[src/rtl/mem_loader.sv]
// Boot loader: decodes framed byte-stream load commands into 16-bit memory writes and releases the core on a run command.
// Optional macro LOADER_CHECKSUM_EN adds a trailing XOR checksum byte to every load frame.
module mem_loader #(
    parameter logic [7:0] HDR_IMEM = 8'h49,
    parameter logic [7:0] HDR_DMEM = 8'h44,
    parameter logic [7:0] HDR_RUN  = 8'h52
) (
    input  logic        clk,
    input  logic        rst,
    input  logic [7:0]  in_data,
    input  logic        in_valid,
    output logic        in_ready,
    output logic        im_we,
    output logic        dm_we,
    output logic [7:0]  w_addr,
    output logic [15:0] w_data,
    output logic        core_run,
    output logic        error
);

    typedef enum logic [3:0] {
        S_IDLE, S_ADDR, S_COUNT, S_LO, S_HI, S_WRITE,
`ifdef LOADER_CHECKSUM_EN
        S_CSUM,
`endif
        S_RUN, S_ERR
    } state_t;

    state_t     state_q, state_d;
    logic       imem_q, imem_d;
    logic [7:0] addr_q, addr_d;
    logic [7:0] cnt_q, cnt_d;
    logic [7:0] lo_q, lo_d;
    logic [7:0] hi_q, hi_d;
    logic       acc;
`ifdef LOADER_CHECKSUM_EN
    logic [7:0] csum_q, csum_d;
`endif

    assign in_ready = (state_q != S_WRITE) && (state_q != S_RUN) && (state_q != S_ERR);
    assign acc      = in_valid && in_ready;
    assign im_we    = (state_q == S_WRITE) && imem_q;
    assign dm_we    = (state_q == S_WRITE) && !imem_q;
    assign w_addr   = addr_q;
    assign w_data   = {hi_q, lo_q};
    assign core_run = (state_q == S_RUN);
    assign error    = (state_q == S_ERR);

    always_comb begin
        state_d = state_q;
        imem_d  = imem_q;
        addr_d  = addr_q;
        cnt_d   = cnt_q;
        lo_d    = lo_q;
        hi_d    = hi_q;
`ifdef LOADER_CHECKSUM_EN
        csum_d  = csum_q;
        if (acc && state_q inside {S_ADDR, S_COUNT, S_LO, S_HI})
            csum_d = csum_q ^ in_data;
`endif
        case (state_q)
            S_IDLE: if (acc) begin
                if (in_data == HDR_IMEM || in_data == HDR_DMEM) begin
                    imem_d  = (in_data == HDR_IMEM);
`ifdef LOADER_CHECKSUM_EN
                    csum_d  = 8'h00;
`endif
                    state_d = S_ADDR;
                end else if (in_data == HDR_RUN) begin
                    state_d = S_RUN;
                end else begin
                    state_d = S_ERR;
                end
            end
            S_ADDR:  if (acc) begin addr_d = in_data; state_d = S_COUNT; end
            S_COUNT: if (acc) begin cnt_d  = in_data; state_d = S_LO;    end
            S_LO:    if (acc) begin lo_d   = in_data; state_d = S_HI;    end
            S_HI:    if (acc) begin hi_d   = in_data; state_d = S_WRITE; end
            S_WRITE: begin
                // Count 0 encodes 256 words: it wraps to FF and still ends at 1.
                addr_d = addr_q + 8'd1;
                cnt_d  = cnt_q - 8'd1;
                if (cnt_q != 8'd1)
                    state_d = S_LO;
                else
`ifdef LOADER_CHECKSUM_EN
                    state_d = S_CSUM;
`else
                    state_d = S_IDLE;
`endif
            end
`ifdef LOADER_CHECKSUM_EN
            S_CSUM: if (acc) state_d = (in_data == csum_q) ? S_IDLE : S_ERR;
`endif
            default: state_d = state_q;
        endcase
    end

    always_ff @(posedge clk) begin
        if (rst) begin
            state_q <= S_IDLE;
            imem_q  <= 1'b0;
            addr_q  <= 8'h00;
            cnt_q   <= 8'h00;
            lo_q    <= 8'h00;
            hi_q    <= 8'h00;
`ifdef LOADER_CHECKSUM_EN
            csum_q  <= 8'h00;
`endif
        end else begin
            state_q <= state_d;
            imem_q  <= imem_d;
            addr_q  <= addr_d;
            cnt_q   <= cnt_d;
            lo_q    <= lo_d;
            hi_q    <= hi_d;
`ifdef LOADER_CHECKSUM_EN
            csum_q  <= csum_d;
`endif
        end
    end

endmodule

[config.mk]
export PLATFORM = sky130hd
export DESIGN_NAME = mem_loader
export DESIGN_NICKNAME = d
export VERILOG_FILES = /design/src/rtl/mem_loader.sv
export SDC_FILE = /design/constraint.sdc
export NUM_CORES = 1
export LEC_CHECK = 0
export ABC_AREA = 0
export ABC_CLOCK_PERIOD_IN_PS = 3000
export CAP_MARGIN = 10
export CELL_PAD_IN_SITES_DETAIL_PLACEMENT = 1
export CELL_PAD_IN_SITES_GLOBAL_PLACEMENT = 1
export CORE_MARGIN = 2
export CORE_UTILIZATION = 40
export CTS_CLUSTER_SIZE = 30
export DETAILED_ROUTE_END_ITERATION = 8
export PLACE_DENSITY = 0.95
export SKIP_CTS_REPAIR_TIMING = 1
export SLEW_MARGIN = 20
export SYNTH_ARGS = -nofsm -noshare
export SYNTH_HDL_FRONTEND = slang
export SYNTH_SLANG_ARGS = --single-unit
[constraint.sdc]
create_clock -name clk -period 3 [get_ports clk]
set_input_delay 0.3 -clock clk [delete_from_list [all_inputs] [get_ports clk]]
set_output_delay 0.3 -clock clk [all_outputs]
set_load 0.01 [all_outputs]
==> run metrics <==
Most used DFF post-synth dfxtp_1; Yosys top cell by area dfxtp_1; Peak VDD IR 0.000265 V; final hold vios 0; P_leak 0.000850 uW; final setup violation count 0; initial antenna violation count 0; n_diodes 0; WP data required 2700 ps; Worst path max stage delay 740 ps; 1st-pass router iterations 4; clk slew on worst S/H paths 70 ps; cells after synthesis 225; Routed Antenna Nets 0; ys async rst share 0; Die H 72.7 um; Seq pwr share 0.491; Post-Syn Nets 239; Core ar. 0.00444 mm^2; outcome finished clean; fin. max-slew vios 0; DRT Wirelength 5.45 mm; routed len/inst 17.5 um; Finished Layout Cells 312; most frequent cells in the layout clkdlybuf4s50_1, dfxtp_1, nor2_1, nand2_1, a21oi_1; Root Driver clkbuf_8; port bufs 39; most common cell after layout, fill and taps aside clkdlybuf4s50_1; routability cong. 0.896; measured slew at the worst slew-check pin 653 ps; vias in the first global route 1751; Filler cells 545; worst slew margin relative to its limit 0.564; top post-synthesis cells by area dfxtp_1, nor2_1, mux2i_1; flops & latches, synth 36; reg-to-reg slack, setup 1020 ps; max-cap check violation count 0; total track usage 0.224; share of layout cells above drive strength 1 0.0808; DR vias 1823; crit path cell chain and3b_1 > buf_4 > and2_1 > clkdlybuf4s50_1; clock skew 2.89 ps; Post-synth EDFFs 0; Crit. End Element output port; arrival time at the worst endpoint 2130 ps; final worst-path cycle share 0.811; setup TNS 0 ps; Detailed Place HPWL 3.72 mm; Die Width 72.7 um; Yosys top cell area share 0.382; Layout Utilization 0.537; switch share 0.291; YS warnings 0; H-tree depth 2; Multi-input gate area 0.00108 mm^2; clock power share 0.322; Worst Hold Class reg2reg; # rows 24; RSZ-0062 raised after global routing false; clock sink count 36; share of the yosys chip area belonging to registers 0.382; Final nets 273; CP Launch Type flip-flop; first-pass GRT wire length 9.07 mm; Layout area overhead 26.5%; TritonCTS clock tree built; I/O Pins 40; initial core utilization 0.425; total power 1110 uW; PwrDens 465 mW/mm^2; min cycle time layout 2430 ps; Max Fanout on Critical Path 19; Max clock buf depth 2; switching power 323 uW; Post-Place Cells 304; CTS buffer count 5; fin area 0.00239 mm^2; Synth cell types 51; CP Class reg2out; 1st-iter DRT viols 124; Fmax 411 MHz; Clk Latency, worst-skew pair 290 ps; largest net degree at the start of global routing 38; die area 0.00529 mm^2; global route total overflow 0; crit path max-delay cell type dfxtp_1; register area 721 um^2; Post-DP Area 0.00230 mm^2; Combinational Power Share 0.188; Post-Syn Area 0.00189 mm^2; internal power 787 uW; Remaining DRCs 0; synthesized area per cell 8.39 um^2; Vias/cell 5.84
==> synthesized netlist by cell type (5+ instances only) <==
master / n
and3_1: 7
buf_2: 5
nor2b_1: 6
o21ai_0: 10
a211oi_1: 5
and2_1: 6
nor2_1: 28
mux2i_1: 9
nand3_1: 8
clkbuf_1: 7
nor3_1: 5
dfxtp_1: 36
nand2_1: 22
a21oi_1: 16
==> flip-flops by register name, indices dropped and copies added, names as in the netlist <==
name and cells:
cnt_q 8, hi_q 8, imem_q 1, lo_q 8, state_q 3, w_addr 8
==> per-stage QoR <==
stage               worst slack, ps  hold slack [ps]
global route                    436              478
global placement                970              442
CTS                             585              460
detailed placement              940              450
finish                          566              460
floorplan                      1640              436
==> routing by layer <==
layer  vias up  routed length [um]  track usage  part of all wire
met2        50                2560        0.336              0.47
met5         -                   0            0                 0
met1       881                2510        0.321              0.46
li1        883                   -            -                 -
met3         9                 295       0.0442             0.054
met4         0                  85       0.0761             0.016
==> power by group through the flow <==
stage,clock network [uW],registers [uW],logic (uW)
global placement,0,552,200
floorplan,0,539,138
detailed placement,0,553,206
finish,357,544,208
global route,391,550,230
CTS,369,543,208
==> cells by family after synthesis <==
family / synth area share
flip-flops: 0.382
AND/OR/NAND/NOR: 0.307
multiplexers: 0.0616
adder cells (fa/ha/maj): 0.0199
AO/OA/AOI/OAI: 0.184
buffers and inverters: 0.0451
==> worst paths after layout <==
path,to,start,cells past startpoint
hold / removal,lo_q[0]$_SDFFE_PP0P_,lo_q[0]$_SDFFE_PP0P_,2
setup reg to reg,w_addr[7]$_SDFFE_PP0P_,state_q[0]$_SDFFE_PP0P_,4
hold reg to reg,lo_q[0]$_SDFFE_PP0P_,lo_q[0]$_SDFFE_PP0P_,2
setup / recovery,im_we,state_q[2]$_SDFFE_PP0P_,4
==> area by class of cell <==
cell class                      instances  share of cell area
Clock buffer                            6              0.0346
Inverter                                4             0.00629
Clock inverter                          2             0.00419
Timing Repair Buffer                   42               0.173
Tap cell                               52              0.0272
Sequential cell                        36               0.302
Multi-Input combinational cell        170               0.453
==> worst max-delay path: cells and delay by family (launching register included) <==
kind	cells	cell delay [ps]
buf+inv	2	720
flops	1	740
simple gates	2	390
Power figures use the tool's default switching activity.
